==> src/rtl/branch_predictor.sv <==
// Direct-mapped branch target buffer with 2-bit saturating direction counters.
// Optional build macro BRANCH_PREDICTOR_STATS_EN adds branch/mispredict counters.
module branch_predictor #(
  parameter int INDEX_BITS = 6,
  parameter int TAG_BITS   = 24
) (
  input  logic        clk,
  input  logic        rst,
  input  logic [31:0] pred_pc,
  output logic        pred_taken,
  output logic [31:0] pred_target,
  output logic        pred_hit,
  input  logic        upd_valid,
  input  logic [31:0] upd_pc,
  input  logic        upd_taken,
  input  logic [31:0] upd_target,
  input  logic        upd_pred_taken
`ifdef BRANCH_PREDICTOR_STATS_EN
  ,
  output logic [31:0] stat_branches,
  output logic [31:0] stat_mispredicts
`endif
);

  localparam int ENTRIES = 1 << INDEX_BITS;
  localparam int TAG_LSB = INDEX_BITS + 2;
  localparam int TAG_MSB = INDEX_BITS + TAG_BITS + 1;

  logic [ENTRIES-1:0]  valid_q, valid_d;
  logic [1:0]          ctr_q    [ENTRIES];
  logic [1:0]          ctr_d    [ENTRIES];
  logic [TAG_BITS-1:0] tag_q    [ENTRIES];
  logic [TAG_BITS-1:0] tag_d    [ENTRIES];
  logic [31:0]         target_q [ENTRIES];
  logic [31:0]         target_d [ENTRIES];

  logic [INDEX_BITS-1:0] pred_idx, upd_idx;
  logic [TAG_BITS-1:0]   pred_tag, upd_tag;
  logic                  upd_hit, upd_en;

  assign pred_idx = pred_pc[INDEX_BITS+1:2];
  assign pred_tag = pred_pc[TAG_MSB:TAG_LSB];
  assign upd_idx  = upd_pc[INDEX_BITS+1:2];
  assign upd_tag  = upd_pc[TAG_MSB:TAG_LSB];

  // Lookup reads pre-update state only; a same-cycle update is not bypassed.
  assign pred_hit    = valid_q[pred_idx] && (tag_q[pred_idx] == pred_tag);
  assign pred_taken  = pred_hit && ctr_q[pred_idx][1];
  assign pred_target = pred_taken ? target_q[pred_idx] : pred_pc + 32'd4;

  assign upd_hit = valid_q[upd_idx] && (tag_q[upd_idx] == upd_tag);
  assign upd_en  = upd_valid && !rst;

  always_comb begin
    // NOTE: every target gets a default copy of current state first, so no path leaves a latch.
    valid_d  = valid_q;
    ctr_d    = ctr_q;
    tag_d    = tag_q;
    target_d = target_q;
    if (upd_en) begin
      if (upd_hit) begin
        if (upd_taken) begin
          if (ctr_q[upd_idx] != 2'b11) ctr_d[upd_idx] = ctr_q[upd_idx] + 2'd1;
          target_d[upd_idx] = upd_target;
        end else if (ctr_q[upd_idx] != 2'b00) begin
          ctr_d[upd_idx] = ctr_q[upd_idx] - 2'd1;
        end
      end else if (upd_taken) begin
        valid_d[upd_idx]  = 1'b1;
        tag_d[upd_idx]    = upd_tag;
        target_d[upd_idx] = upd_target;
        ctr_d[upd_idx]    = 2'b10;
      end
    end
  end

  // NOTE: state registers use non-blocking assignment so all flops update from pre-edge values.
  always_ff @(posedge clk) begin
    if (rst) begin
      valid_q <= '0;
      for (int i = 0; i < ENTRIES; i++) ctr_q[i] <= 2'b01;
    end else begin
      valid_q <= valid_d;
      ctr_q   <= ctr_d;
    end
  end

  // NOTE: tag/target storage has no reset; clearing valid makes its contents irrelevant.
  always_ff @(posedge clk) begin
    tag_q    <= tag_d;
    target_q <= target_d;
  end

`ifdef BRANCH_PREDICTOR_STATS_EN
  logic [31:0] stat_branches_q, stat_branches_d;
  logic [31:0] stat_mispredicts_q, stat_mispredicts_d;

  always_comb begin
    stat_branches_d    = stat_branches_q;
    stat_mispredicts_d = stat_mispredicts_q;
    if (upd_en) begin
      stat_branches_d = stat_branches_q + 32'd1;
      if (upd_pred_taken != upd_taken) stat_mispredicts_d = stat_mispredicts_q + 32'd1;
    end
  end

  always_ff @(posedge clk) begin
    if (rst) begin
      stat_branches_q    <= '0;
      stat_mispredicts_q <= '0;
    end else begin
      stat_branches_q    <= stat_branches_d;
      stat_mispredicts_q <= stat_mispredicts_d;
    end
  end

  assign stat_branches    = stat_branches_q;
  assign stat_mispredicts = stat_mispredicts_q;

  logic unused_pc_bits;
  assign unused_pc_bits = ^{pred_pc, upd_pc};
`else
  // Byte-offset bits and the statistics-only input have no function in this build.
  logic unused_pc_bits;
  assign unused_pc_bits = ^{pred_pc, upd_pc, upd_pred_taken};
`endif

endmodule

==> config.mk <==
export PLATFORM = sky130hd
export DESIGN_NAME = branch_predictor
export DESIGN_NICKNAME = d
export VERILOG_FILES = /design/src/rtl/branch_predictor.sv
export SDC_FILE = /design/constraint.sdc
export NUM_CORES = 2
export LEC_CHECK = 0
export CORE_MARGIN = 4
export CORE_UTILIZATION = 55
export CTS_CLUSTER_SIZE = 16
export DETAILED_ROUTE_END_ITERATION = 8
export HOLD_SLACK_MARGIN = 0.08
export PLACE_DENSITY_LB_ADDON = 0.1
export SLEW_MARGIN = 10
export SYNTH_ARGS = -nofsm -noshare
export SYNTH_HDL_FRONTEND = slang
export SYNTH_SLANG_ARGS = --single-unit
==> constraint.sdc <==
create_clock -name clk -period 11.1 [get_ports clk]
set_input_delay 2.22 -clock clk [delete_from_list [all_inputs] [get_ports clk]]
set_output_delay 2.22 -clock clk [all_outputs]
set_load 0.05 [all_outputs]
* Word-level counts from Yosys, hierarchy flattened
Cells that the tools add are included.
Word-level totals: bits of input ports 101, register bits after elaboration 3776, output and inout port bits 34
Cells by class: $lt $le $gt $ge 6, bitwise logic cells 7, reductions and logical operators 13, muxes and demuxes 37, equality and inequality tests 4, $add $sub $neg 3
Operator list (count):
- $bwmux W2048 | 1
- $bwmux W1536 | 1
- $mux W128 | 5
- $bmux W24 S6 | 2
- $bwmux W128 | 2
- $bmux W32 S6 | 1
- $demux W32 S6 | 1
- $demux W24 S6 | 1
- $mux W32 | 4
- $or A64 B64 Y64 | 2
- $mux W24 | 5
- $and A64 B64 Y64 | 1
- $not A64 Y64 | 1
- $eq A24 B24 Y1 | 2
- $add A32 B3 Y32 const B | 1
- $bmux W2 S6 | 2
- $ge A7 B7 Y1 const B | 2
- $lt A6 B7 Y1 const B | 2
- $not A6 Y7 | 2
- $bmux W1 S6 | 2
- $demux W2 S6 | 1
- $mux W2 | 5
- $lt A7 B1 Y1 const B | 1
- $demux W1 S6 | 1
- other kinds (13) | 22

* Logic depth before layout (Yosys ltp)
depth in word-level cells 9, mapped depth 23, depth with buffers taken out 14

* Least setup slack after synthesis
No wires, ideal clock.
path kind input to output, start input pred_pc[4], end output pred_target[0], arrival 7058 ps, cell stages on the path 16, buffers on the path 7, slack 1822 ps, path through buf_2 -> buf_2 -> buf_2 -> clkbuf_1 -> clkbuf_1 -> mux4_2 -> a211oi_1 -> a21oi_1 -> mux2i_1 -> xor2_1 -> nand3_1 -> a2111o_1 -> or3b_1 -> buf_2 -> buf_2 -> o21ai_0
Between the ends: cells in the longest elaborated chain, start to end 8
RTL lines:
- start: declaration | line 9 | input logic [31:0] pred_pc,
- $not A6 Y7 (implied by the code) | line 47, 48, 49
- $bmux W24 S6 | line 47 | assign pred_hit = valid_q[pred_idx] && (tag_q[pred_idx] == pred_tag);
- $mux W24 (implied by the code) (2 in a row) | line 47
- $eq A24 B24 Y1 | line 47
- $logic_and A1 B1 Y1 | line 47
- $logic_and A1 B1 Y1 | line 48 | assign pred_taken = pred_hit && ctr_q[pred_idx][1];
- $mux W32 * | line 49 | assign pred_target = pred_taken ? target_q[pred_idx] : pred_pc + 32'd4;
- end: declaration | line 11 | output logic [31:0] pred_target,
Mark *: on every way between the ends. The rest lies on a longest branch, timed or not. The select of a mux whose other input is x is not followed.

* Final worst setup path
start input pred_pc[3], end output pred_target[7]
Same word-level chain as after synthesis.

==> flow_summary_export.csv <==
group,metric,value,unit
run_status,status,"finished clean",
pwr,p_int,23.9,mW
worst_setup_path,start_kind,"input pin",
clocking,cts_buffers,388,
worst_hold_path,hold_class,"flop to flop",
worst_setup_path,critPathLaunch,"pred_pc[3]",
worst_setup_path,worst_r2r_path_depth,13,
worst_setup_path,cp_common_cell,"buf_4",
worst_setup_path,crit_chain,"buf_8, buf_4, mux4_2, mux4_2, mux2_2, nand2_1, o21ai_0, xnor2_1, buf_4, nand4b_1, a2111o_1, or3b_4, mux2_4, mux2i_1, buf_4, buf_12",
global_routing,antenna_found_initial,39,
detailed_routing,drc_errors,0,
final_layout,area_growth,12.8,%
final_layout,fin_area,181000,um2
worst_setup_path,cp.required,8.88,ns
sta,relSlewSlack,0.0739,
logic_synthesis,avgSynthCellArea,20.0,um2
placement,portBuffers,131,
die,core_area,291000,um2
worst_setup_path,crit_family,"multiplexers",
final_layout,nNetsFinal,8419,
detailed_routing,firstDrtPassIters,8,
clocking,cts_hold_buf,0,
clocking,cts_htree_levels,5,
die,start_util,0.552,
sta,finalSetupViolCount,0,
clocking,cts_sinks,3776,
logic_synthesis,netlist_instances,8039,
final_layout,seq_area,111000,um2
clocking,clockBufferDepth,4,
worst_setup_path,path_max_fanout,76,
die,die_w,549,um
die,die_h,549,um
clocking,post_cts_buffers,0,
sta,fin_tns_setup,0,ns
clocking,clk_latency,0.97,ns
run,maxCapViolations,0,
pwr,pwr-share-seq,0.509,
detailed_routing,viasPerCell,7.27,
global_routing,grt_max_degree,130,
sta,finalHoldViolations,0,
final_layout,final_util,0.623,
final_layout,drive_gt1_frac,0.308,
die,io_pins,135,
logic_synthesis,synth_warnings,0,
logic_synthesis,synthDistinctLibCells,83,
clocking,cts-root-buf,"clkbuf_16",
sta,worstMarginPinSlew,1.39,ns
die,rows,198,
logic_synthesis,synth_edf_count,3584,
detailed_routing,drt-wirelength-per-cell,41.6,um
logic_synthesis,ys_ff_latch,3776,
worst_hold_path,worstHoldStart,"valid_q[23]$_SDFFE_PP0P_",
pwr,swShare,0.223,
clocking,cts_tree,"done",
sta,rsz0062_at_grt,"no",
worst_setup_path,critical_path_arrival,8.57,ns
worst_hold_path,hold_depth,2,
clocking,clk_pin_slew_worst_paths,0.06,ns
pwr,power_switching,6.86,mW
sta,clock.fmax,0.0927,GHz
pwr,vdd_drop_max,185,uV
sta,slew_viol_final,0,
sta,finalCritPeriodShare,0.972,
placement,place.gp.congestion,0.915,
final_layout,final_common_cell,"edfxtp_1",
detailed_routing,antenna_left,0,
pwr,p_comb_frac,0.066,
sta,fin_crit,10.79,ns
pwr,p_clk_frac,0.425,
worst_hold_path,hold_path_end,"valid_q[23]$_SDFFE_PP0P_",
final_layout,fillers,20061,
logic_synthesis,synth_ff_type,"edfxtp_1",
pwr,power.density,169,nW/um2
pwr,power.leakage,56.6,nW
placement,place_hpwl,299000,um
global_routing,grt.overflow.total,0,
global_routing,grt_pass1_wl,723000,um
final_layout,mostFrequentLayoutCells,"edfxtp_1, mux4_2, clkbuf_16",
worst_setup_path,critPathSlowestCell,"xnor2_1",
worst_setup_path,crit_path_max_incr_delay,0.76,ns
worst_setup_path,crit_type,"input pin to primary output",
clocking,cts_resized,0,
detailed_routing,first_iter_violations,14248,
worst_setup_path,crit_buf_inv,5,
detailed_routing,routed-via-count,91234,
logic_synthesis,synth_fp_nets,8143,
global_routing,grt_usage,0.346,
detailed_routing,wirelength,523000,um
final_layout,multi_input_area,47500,um2
logic_synthesis,yosysSeqAreaShare,0.693,
worst_setup_path,r2r_slack,5.20,ns
sta,skew,0.0466,ns
logic_synthesis,synthArstFlopShare,0,
die,fp.dieArea,301000,um2
global_routing,grt_pass1_vias,90668,
worst_setup_path,reg2reg_to,"tag_q[1501]$_DFFE_PP_",
logic_synthesis,synth.cell_area,161000,um2
placement,placed_cell_area,169000,um2
worst_setup_path,end_kind,"primary output",
worst_setup_path,timing.rr.start,"tag_q[475]$_DFFE_PP_",
## registers in the layout, indices dropped and copies added (netlist names)
name,count
target_q,2048
tag_q,1536
ctr_q,128
valid_q,64
## worst max path at each step
| stage | to | slack [ns] | cells after the start |
|---|---|---|---|
| final | pred_target[7] | 0.31 | 16 |
| after global routing | pred_target[7] | 0.51 | 16 |
| after CTS | pred_target[7] | 0.54 | 16 |
| after detailed placement | pred_target[7] | 0.57 | 16 |
| after global placement | pred_target[7] | 0.58 | 16 |
| after floorplan | pred_target[0] | 1.82 | 16 |
## synthesized netlist by cell type (16+ instances only)
master / number / area, um2
edfxtp_1: 3584 / 108000
nand2_1: 175 / 657
nand4_1: 28 / 175
a22oi_1: 128 / 961
buf_1: 69 / 259
o22ai_1: 76 / 475
mux4_2: 1404 / 31600
o21ai_0: 154 / 771
xnor2_1: 37 / 324
inv_1: 19 / 71.3
clkbuf_1: 310 / 1160
a31oi_1: 24 / 150
dfxtp_1: 192 / 3840
buf_4: 43 / 323
a221o_1: 56 / 561
nor2b_1: 79 / 494
a21oi_1: 168 / 841
buf_2: 155 / 776
a221oi_1: 73 / 639
nor3_1: 27 / 135
buf_6: 23 / 259
o21ai_1: 58 / 290
nand3b_1: 16 / 120
nand3_1: 68 / 340
xor2_1: 26 / 228
mux2_2: 31 / 349
mux2i_1: 324 / 3240
and3_1: 27 / 169
a211oi_1: 22 / 165
nand2b_1: 43 / 269
nor4_1: 27 / 169
a22o_1: 33 / 289
nor2_1: 329 / 1230
## layout make-up
type	instances	area share
flip-flops and latches	3776	0.615
multi-input cells	3638	0.262
clock buffers	466	0.0560
well taps	3900	0.0269
repair buffers	491	0.0257
clock inverters	247	0.0139
inverters	20	0.000414
diodes	15	0.000207
## stage by stage
stage | instances | hold slack [ns] | setup WS (ns) | power, mW
detailed placement | 11825 | 0.470 | 0.573 | 17.9
global placement | 11825 | 0.467 | 0.579 | 17.9
finish | 12553 | 0.490 | 0.308 | 30.7
CTS | 12538 | 0.488 | 0.538 | 30.8
global route | 12543 | 0.501 | 0.509 | 31.5
floorplan | 8039 | 0.448 | 1.82 | 17.1
## per-layer routing
metal  share of wire  up-vias  routed length, um  track usage
met4           0.072       18              37500        0.207
li1                -    34815                  -            -
met2            0.47     6357             246000        0.538
met3            0.11     1504              57200       0.0797
met1            0.35    48540             182000        0.451
met5         0.00023        -                121            0
## power groups by stage
stage	clock network (mW)	logic, mW	registers (mW)
floorplan	0	1.16	15.9
global placement	0	1.99	15.9
detailed placement	0	2.01	15.9
CTS	13.2	2.02	15.6
global route	13.8	2.11	15.6
finish	13.1	2.04	15.6
## cell families (layout without fill, tap and decap cells)
family | count (synthesis) | count (layout) | share of synthesized area
muxes | 1761 | 1761 | 0.219
AOI/OAI and AO/OA | 894 | 894 | 0.0375
DFF | 3776 | 3776 | 0.693
adders and majority gates | 3 | 3 | 0.000233
buffers and inverters | 625 | 1224 | 0.0179
and+or+nand+nor | 917 | 917 | 0.0287
xor gates and xnor gates | 63 | 63 | 0.00343
other | 0 | 15 | 0
## tightest hold or removal path, delay by kind of cell, from the launching register on
family           cells  cell delay (ns)
flip-flops           1             0.34
AND/OR/NAND/NOR      1             0.07
AO/OA/AOI/OAI        1             0.05
Note: power is estimated with default switching activity, not from simulation.
